$ cat src/rtl/seq_multiplier_if.sv
// rtl/seq_multiplier_if.sv - start/operand/result bundle for seq_multiplier
interface seq_multiplier_if #(
  parameter int WIDTH = 32
);
  logic                 start;
  logic [WIDTH-1:0]     a;
  logic [WIDTH-1:0]     b;
  logic                 busy;
  logic                 done;
  logic [2*WIDTH-1:0]   product;

  modport master (output start, a, b, input busy, done, product);
  modport slave  (input start, a, b, output busy, done, product);
endinterface

$ cat src/rtl/seq_multiplier.sv
// rtl/seq_multiplier.sv - shift-add unsigned multiplier, one bit per cycle, CLA accumulate adder
// SEQ_MULTIPLIER_EARLY_TERM_EN: stop as soon as the remaining multiplier bits are all zero
module cl_adder_4 (
  input  logic [3:0] a,
  input  logic [3:0] b,
  input  logic       c_i,
  output logic [3:0] s,
  output logic       g_o,
  output logic       p_o
);
  logic [3:0] g;
  logic [3:0] p;
  logic [3:0] c;

  assign g    = a & b;
  assign p    = a ^ b;
  assign c[0] = c_i;
  assign c[1] = g[0] | (p[0] & c_i);
  assign c[2] = g[1] | (p[1] & g[0]) | (p[1] & p[0] & c_i);
  assign c[3] = g[2] | (p[2] & g[1]) | (p[2] & p[1] & g[0]) | (p[2] & p[1] & p[0] & c_i);
  assign s    = p ^ c;
  assign g_o  = g[3] | (p[3] & g[2]) | (p[3] & p[2] & g[1]) | (p[3] & p[2] & p[1] & g[0]);
  assign p_o  = &p;
endmodule

module cla_gen_4 (
  input  logic [3:0] g,
  input  logic [3:0] p,
  input  logic       c_i,
  output logic [3:1] c,
  output logic       g_o,
  output logic       p_o
);
  assign c[1] = g[0] | (p[0] & c_i);
  assign c[2] = g[1] | (p[1] & g[0]) | (p[1] & p[0] & c_i);
  assign c[3] = g[2] | (p[2] & g[1]) | (p[2] & p[1] & g[0]) | (p[2] & p[1] & p[0] & c_i);
  assign g_o  = g[3] | (p[3] & g[2]) | (p[3] & p[2] & g[1]) | (p[3] & p[2] & p[1] & g[0]);
  assign p_o  = &p;
endmodule

module seq_multiplier #(
  parameter int WIDTH = 32
) (
  input  logic             clk,
  input  logic             reset,
  seq_multiplier_if.slave  bus
);
  localparam int CW = $clog2(WIDTH);
  localparam int NS = WIDTH / 4;
  localparam int NG = (NS + 3) / 4;
  localparam logic [CW-1:0] LAST = CW'(WIDTH - 1);

  typedef enum logic [1:0] {IDLE, RUN, DONE} state_t;

  state_t               state_q, state_d;
  logic [WIDTH-1:0]     mcand_q, mcand_d;
  logic [2*WIDTH-1:0]   prod_q, prod_d;
  logic                 carry_q, carry_d;
  logic [CW-1:0]        cnt_q, cnt_d;

  logic [WIDTH-1:0]     hi;
  logic [WIDTH-1:0]     add_sum;
  logic                 add_cout;
  logic                 add_cin;
  logic [WIDTH:0]       acc;
  logic [2*WIDTH:0]     shifted;

  // Slice-level and group-level lookahead; padded slots propagate so the top group g_o is the carry-out
  logic [4*NG-1:0]      sg, sp, sc;
  logic [3:0]           gg, gp;
  logic [3:1]           top_c;
  logic                 top_g, top_p;
  logic [3:0]           gcin;
  logic                 unused_carry;

  assign hi      = prod_q[2*WIDTH-1:WIDTH];
  assign add_cin = 1'b0;
  assign gcin    = {top_c, add_cin};

  for (genvar i = 0; i < 4*NG; i++) begin : g_slice
    if (i < NS) begin : g_real
      cl_adder_4 u_add (
        .a   (hi[4*i +: 4]),
        .b   (mcand_q[4*i +: 4]),
        .c_i (sc[i]),
        .s   (add_sum[4*i +: 4]),
        .g_o (sg[i]),
        .p_o (sp[i])
      );
    end else begin : g_pad
      assign sg[i] = 1'b0;
      assign sp[i] = 1'b1;
    end
  end

  for (genvar j = 0; j < 4; j++) begin : g_group
    if (j < NG) begin : g_real
      logic [3:1] c;
      cla_gen_4 u_cla (
        .g   (sg[4*j +: 4]),
        .p   (sp[4*j +: 4]),
        .c_i (gcin[j]),
        .c   (c),
        .g_o (gg[j]),
        .p_o (gp[j])
      );
      assign sc[4*j]       = gcin[j];
      assign sc[4*j+1 +: 3] = c;
    end else begin : g_pad
      assign gg[j] = 1'b0;
      assign gp[j] = 1'b1;
    end
  end

  cla_gen_4 u_cla_top (
    .g   (gg),
    .p   (gp),
    .c_i (add_cin),
    .c   (top_c),
    .g_o (top_g),
    .p_o (top_p)
  );

  assign add_cout     = top_g | (top_p & add_cin);
  assign unused_carry = ^{gcin, sc};

`ifdef SEQ_MULTIPLIER_EARLY_TERM_EN
  logic [WIDTH-1:0] live_mask;
  logic [CW:0]      term_shift;
  logic             early_term;

  assign live_mask  = {WIDTH{1'b1}} >> cnt_q;
  assign early_term = (prod_q[WIDTH-1:0] & live_mask) == '0;
  assign term_shift = (CW+1)'(WIDTH) - {1'b0, cnt_q};
`endif

  always_ff @(posedge clk or posedge reset) begin
    if (reset) begin
      state_q <= IDLE;
      mcand_q <= '0;
      prod_q  <= '0;
      carry_q <= 1'b0;
      cnt_q   <= '0;
    end else begin
      state_q <= state_d;
      mcand_q <= mcand_d;
      prod_q  <= prod_d;
      carry_q <= carry_d;
      cnt_q   <= cnt_d;
    end
  end

  always_comb begin
    state_d = state_q;
    mcand_d = mcand_q;
    prod_d  = prod_q;
    carry_d = carry_q;
    cnt_d   = cnt_q;
    acc     = prod_q[0] ? {add_cout, add_sum} : {carry_q, hi};
    shifted = {acc, prod_q[WIDTH-1:0]} >> 1;

    case (state_q)
      IDLE: begin
        if (bus.start) begin
          mcand_d = bus.a;
          prod_d  = {{WIDTH{1'b0}}, bus.b};
          carry_d = 1'b0;
          cnt_d   = '0;
          state_d = RUN;
        end
      end
      RUN: begin
`ifdef SEQ_MULTIPLIER_EARLY_TERM_EN
        if (early_term) begin
          prod_d  = prod_q >> term_shift;
          carry_d = 1'b0;
          state_d = DONE;
        end else
`endif
        begin
          carry_d = shifted[2*WIDTH];
          prod_d  = shifted[2*WIDTH-1:0];
          cnt_d   = cnt_q + 1'b1;
          if (cnt_q == LAST) state_d = DONE;
        end
      end
      DONE:    state_d = IDLE;
      default: state_d = IDLE;
    endcase
  end

  assign bus.busy    = (state_q != IDLE);
  assign bus.done    = (state_q == DONE);
  assign bus.product = prod_q;
endmodule
$ cat src/flat_wrapper.sv
// flat-port wrapper written by rule: the top's interface ports become plain ports
module seq_multiplier_flat 
#(
  parameter int WIDTH = 32
)
  (clk, reset, bus_start, bus_a, bus_b, bus_busy, bus_done, bus_product);
  seq_multiplier_if #(.WIDTH(WIDTH)) bus_i ();
  input  logic clk;
  input  logic reset;
  input wire logic [$bits(bus_i.start)-1:0] bus_start;
  input wire logic [$bits(bus_i.a)-1:0] bus_a;
  input wire logic [$bits(bus_i.b)-1:0] bus_b;
  output wire logic [$bits(bus_i.busy)-1:0] bus_busy;
  output wire logic [$bits(bus_i.done)-1:0] bus_done;
  output wire logic [$bits(bus_i.product)-1:0] bus_product;
  assign bus_i.start = bus_start;
  assign bus_i.a = bus_a;
  assign bus_i.b = bus_b;
  assign bus_busy = bus_i.busy;
  assign bus_done = bus_i.done;
  assign bus_product = bus_i.product;
  seq_multiplier #(.WIDTH(WIDTH)) u_core (.clk(clk), .reset(reset), .bus(bus_i));
endmodule
$ cat config.mk
export PLATFORM = sky130hd
export DESIGN_NAME = seq_multiplier_flat
export DESIGN_NICKNAME = d
export VERILOG_FILES = /design/src/rtl/seq_multiplier_if.sv /design/src/rtl/seq_multiplier.sv /design/src/flat_wrapper.sv
export SDC_FILE = /design/constraint.sdc
export NUM_CORES = 1
export LEC_CHECK = 0
export ABC_AREA = 1
export CAP_MARGIN = 20
export CORE_MARGIN = 4
export CORE_UTILIZATION = 56
export CTS_CLUSTER_SIZE = 10
export DETAILED_ROUTE_END_ITERATION = 16
export GPL_TIMING_DRIVEN = 0
export PLACE_DENSITY_LB_ADDON = 0.1
export SETUP_SLACK_MARGIN = 0.05
export SLEW_MARGIN = 20
export SYNTH_ARGS = -nofsm -noshare
export SYNTH_HDL_FRONTEND = slang
export SYNTH_HIERARCHICAL = 1
export SYNTH_SLANG_ARGS = --single-unit
$ cat constraint.sdc
create_clock -name clk -period 5.3 [get_ports clk]
set_input_delay 0.53 -clock clk [delete_from_list [all_inputs] [get_ports clk]]
set_output_delay 0.53 -clock clk [all_outputs]
set_load 0.01 [all_outputs]
### Word level (Yosys, flattened, before mapping)

Cells that the tools add are included.

* register bits after elaboration: 104
* logic and storage cells: 275
* output and inout bits: 66

* equality and inequality tests: 5
* bitwise logic cells: 240
* mux-type cells: 10
* add/subtract/negate cells: 1
* reductions and logical operators: 14

Operator list (number)
* $and A1 B1 Y1: 131
* $pmux W64 S2: 1
* $or A1 B1 Y1: 85
* $mux W64: 1
* $xor A4 B4 Y4: 16
* $mux W33: 1
* $and A4 B4 Y4: 8
* $reduce_and A4 Y1: 7
* $reduce_and A16 Y1: 1
* $pmux W5 S2: 1
* $reduce_and A2 Y1: 3
* $add A5 B1 Y5 const B: 1
* $eq A5 B5 Y1 const B: 1
* $mux W5: 1
* $mux W2: 2
* $pmux W2 S2: 1
* $reduce_bool A2 Y1: 2
* $eq A2 B1 Y1 const B: 1
* $eq A2 B2 Y1 const B: 1
* $logic_not A2 Y1: 1
* $ne A2 B1 Y1 const B: 1
* $ne A2 B2 Y1 const B: 1
* $pmux W1 S2: 1
* $mux W1: 1

### Longest topological paths before layout

* depth in word-level cells: 16
* gate-level depth with buffers: 21

### Modules after synthesis

The synthesis kept the hierarchy.

Modules (own cells, without submodules)
* seq_multiplier: area each 4466.8 µm², instances 1, cells each 553
* cl_adder_4 at u_core.g_slice[0].g_real.u_add ...: area each 201.4 µm², instances 7, cells each 32
* cla_gen_4: area each 85.1 µm², instances 3, cells each 20
* cl_adder_4 at u_core.g_slice[5].g_real.u_add: area each 210.2 µm², instances 1, cells each 32

### Least setup slack after synthesis

OpenSTA, ideal clock, no wires.

* path kind: register to register
* start point: register u_core.prod_q[38] (netlist: u_core/bus.product[38])
* end point: register u_core.prod_q[59] (netlist: u_core/bus.product[59])
* path slack: 2.582 ns
* arrival time: 2.597 ns
* required time: 5.178 ns
* stages on the path, launching flop included: 19
* path buffers: 0
* cells stage by stage: dfrtp_1 > ha_1 > inv_1 > nor3_1 > nand2_2 > nand2_1 > nand2_1 > nand2_1 > inv_1 > nand2_2 > nand2_1 > nand2_2 > nand2_1 > nand2_1 > inv_1 > fa_1 > inv_1 > o21ai_0 > o21ai_1

RTL lines
* start, declared: RTL line seq_multiplier.sv:57 `logic [2*WIDTH-1:0] prod_q, prod_d;`
* start signal, assigned: RTL line seq_multiplier.sv:147 `prod_q <= prod_d;`
* $xor A4 B4 Y4: RTL line seq_multiplier.sv:16 `assign p = a ^ b;`
* $reduce_and A4 Y1: RTL line seq_multiplier.sv:23 `assign p_o = &p;`
* named net u_core.sp[1]: RTL line seq_multiplier.sv:69 `logic [4*NG-1:0] sg, sp, sc;`
* $and A1 B1 Y1 (2 in a row): RTL line seq_multiplier.sv:37 `assign g_o = g[3] | (p[3] & g[2]) | (p[3] & p[2] & g[1]) | (p[3] & p[2] & p[1] & g[0]);`
* $or A1 B1 Y1: RTL line seq_multiplier.sv:37
* named net u_core.gg[0]: RTL line seq_multiplier.sv:70 `logic [3:0] gg, gp;`
* $and A1 B1 Y1: RTL line seq_multiplier.sv:36 `assign c[3] = g[2] | (p[2] & g[1]) | (p[2] & p[1] & g[0]) | (p[2] & p[1] & p[0] & c_i);`
* $or A1 B1 Y1: RTL line seq_multiplier.sv:36
* named net u_core.g_group[1].g_real.c, one bit: RTL line seq_multiplier.sv:98 `logic [3:1] c;`
* $xor A4 B4 Y4: RTL line seq_multiplier.sv:21 `assign s = p ^ c;`
* named net u_core.add_sum[28]: RTL line seq_multiplier.sv:62 `logic [WIDTH-1:0] add_sum;`
* $mux W33: RTL line seq_multiplier.sv:159 `acc = prod_q[0] ? {add_cout, add_sum} : {carry_q, hi};`
* $pmux W64 S2: RTL line seq_multiplier.sv:162 `case (state_q)`

The timed path passes the listed nets, and every way through them passes these cells.
A chain may end at the register's enable or synchronous reset.

### Final worst setup path

* start point: register u_core.prod_q[37] (netlist: u_core/bus.product[37])
* end point: register u_core.prod_q[60] (netlist: u_core/bus.product[60])

RTL lines
* $xor A4 B4 Y4: RTL line seq_multiplier.sv:16
* $reduce_and A4 Y1: RTL line seq_multiplier.sv:23
* named net u_core.sp[1]: RTL line seq_multiplier.sv:69
* $and A1 B1 Y1 (2 in a row): RTL line seq_multiplier.sv:37
* $or A1 B1 Y1: RTL line seq_multiplier.sv:37
* named net u_core.gg[0]: RTL line seq_multiplier.sv:70
* $and A1 B1 Y1: RTL line seq_multiplier.sv:36
* $or A1 B1 Y1: RTL line seq_multiplier.sv:36
* named net u_core.g_group[1].g_real.c, one bit: RTL line seq_multiplier.sv:98
* $and A1 B1 Y1: RTL line seq_multiplier.sv:18 `assign c[1] = g[0] | (p[0] & c_i);`
* $or A1 B1 Y1: RTL line seq_multiplier.sv:18
* $xor A4 B4 Y4: RTL line seq_multiplier.sv:21
* named net u_core.add_sum[29]: RTL line seq_multiplier.sv:62
* $mux W33: RTL line seq_multiplier.sv:159
* $pmux W64 S2: RTL line seq_multiplier.sv:162

The timed path passes the listed nets, and every way through them passes these cells.

==> reports/metrics.cfg <==
[outcome]
status = complete, no violations

[power]
sequentialPowerShare_pct = 28.8
p_switching_mw = 2.41
p_leak_nw = 4.16
clkPwrFrac_pct = 13.1
comb_power_share_pct = 58.1
peakVddDrop_mv = 0.442
p_sw_share_pct = 44.8
intPower_mw = 2.97
p_per_area_nw_per_um2 = 658

[sta]
tns_ns = 0
worstMarginPinSlew_ns = 0.602
setup_viol = 0
hold_viol_final = 0
grt_setup_unrepaired = no
fin_crit_ns = 3.22
max_freq_ghz = 0.311
min_period_over_period_pct = 60.7
finClkSkew_ns = 0.0100
drv_slew = 0
relSlewSlack_pct = 59.6

[cts]
cts_tree = built
numCtsBuffers = 9
cts_resized = 0
cts.path.max_buffers = 2
clk_latency_ns = 0.36
cts-root-buf = clkbuf_16
h-tree-depth = 3
clk_pin_slew_ns = 0.08
postCtsSetupRepairBufs = 0
numClockSinks = 103
ctsHoldBuffers = 0

[setup_path]
cp-start-kind = flip-flop
crit_arrival_ns = 3.46
crit_path_max_fanout = 6
crit_type = reg -> reg
rr_worst_depth = 18
worstPathRequired_ns = 5.54
end_kind = flip-flop

[floorplanning]
core_area_um2 = 10900
die_area_um2 = 13000
die_w_um = 114
start_util_pct = 57.7
rows = 38
chipHeight_um = 114
num_io_pins = 133

[logic_synthesis]
synth_cells = 860
yosysWarnings = 6
avgSynthCellArea_um2 = 7.33
syn_area_um2 = 6300

[route]
dr_total_vias = 5891
viasPerCell = 5.09
route.detailed.drc = 0
drt_iter0_drc = 452
wirelength_mm = 16.0
route.antenna.remaining_nets = 0
avgRoutedWirePerCell_um = 13.8
first_pass_iters = 4

[cells_and_area]
diodes = 0
nets = 1130
stdcell_area_um2 = 8180
fin_util_pct = 74.8
drive_above_1_share_pct = 5.50
fill_cells = 886
syn_to_final_growth_pct = 29.8

[grt]
met1_usage_pct = 33.7
grt-ovfl-total = 0
grtUsageMet3_pct = 6.71
antenna_found_initial = 0
grt.met2_usage_pct = 40.6
grt_pass1_wl_mm = 26.7
grt_util_all_layers_pct = 25.5
grt_max_degree = 76
grt_pass1_vias = 5759
busiest_layer = met2

[hold_path]
holdPathStages = 2
worstHoldPathType = reg -> reg

[flow_run]
cap_violations = 0

[placement]
placed_cell_area_um2 = 7870
port_buffers = 132
dpl.hpwl_mm = 11.5
gp_congestion = 0.847

cell type report:
cell class                      instances  area, um^2  share of cell area (%)
Tap cell                              140         175                    2.14
Inverter                               84         320                    3.91
Buffer                                 31         173                    2.11
Timing Repair Buffer                  133        1350                    16.5
Clock buffer                           11         253                    3.09
Sequential cell                       103        2580                    31.5
Multi-Input combinational cell        651        3270                    40.0
Clock inverter                          5        61.3                   0.749
power groups by stage:
stage | sequential (mW) | clock [mW] | combinational, mW
3_3_place_gp | 1.54 | 0 | 2.99
5_1_grt | 1.61 | 0.746 | 3.55
2_1_floorplan | 1.57 | 0 | 2.00
6_report | 1.55 | 0.705 | 3.13
4_1_cts | 1.55 | 0.714 | 3.13
3_5_place_dp | 1.55 | 0 | 3.10
critical path: stages, from the launching register on:
cell and delay [ns]:
dfrtp_1 0.43, ha_1 0.42, nand2_1 0.08, nor3_1 0.47, nand2_2 0.10, nand2_1 0.09
nand2_1 0.05, nand2_1 0.11, inv_1 0.06, nand2_2 0.11, nand2_1 0.07, nand2_2 0.10
nand2_1 0.06, nand2_1 0.10, inv_1 0.07, fa_1 0.38, xnor2_1 0.13, o21ai_0 0.19
o21ai_1 0.08
worst paths after layout:
check	from	end	slack, ns
max	u_core/bus.product[37]$_DFFE_PP0P_	u_core/bus.product[60]$_DFFE_PP0P_	2.08
min	u_core/cnt_q[4]$_DFFE_PP0P_	u_core/cnt_q[4]$_DFFE_PP0P_	0.48
max reg2reg	u_core/bus.product[37]$_DFFE_PP0P_	u_core/bus.product[60]$_DFFE_PP0P_	2.08
min reg2reg	u_core/cnt_q[4]$_DFFE_PP0P_	u_core/cnt_q[4]$_DFFE_PP0P_	0.48
max in group asynchronous	reset	u_core/mcand_q[31]$_DFFE_PP0P_	4.13
min in group asynchronous	reset	u_core/bus.product[41]$_DFFE_PP0P_	0.51
through the flow:
step	hold slack (ns)	power (mW)	std cells	worst slack (ns)
floorplan	0.448	3.57	869	2.07
global placement	0.463	4.54	1141	0.535
detailed placement	0.470	4.65	1142	2.14
CTS	0.487	5.39	1158	2.13
global route	0.510	5.91	1158	1.78
finish	0.484	5.38	1158	2.08
sequential cells by signal, summed over array words and instances, names as in the netlist:
| register | count |
|---|---|
| u_core/bus.product | 64 |
| u_core/cnt_q | 5 |
| u_core/state_q | 2 |
| u_core/mcand_q | 32 |
cells in the final DEF (no fill, tap or decap), types with 12 or more instances in the layout:
master,n
clkdlybuf4s50_1,132
ha_1,42
o21ai_0,51
o21ai_1,15
buf_2,12
inv_1,79
nand2_1,364
dfrtp_1,103
nor2_1,52
nand3_1,50
per-layer routing:
metal | part of all wire (%) | up-vias
li1 | - | 2975
met1 | 45 | 2737
met2 | 47 | 156
met3 | 6.2 | 23
met4 | 2.1 | 0
met5 | 0 | -
No activity file was read; power rests on OpenSTA's default activity.
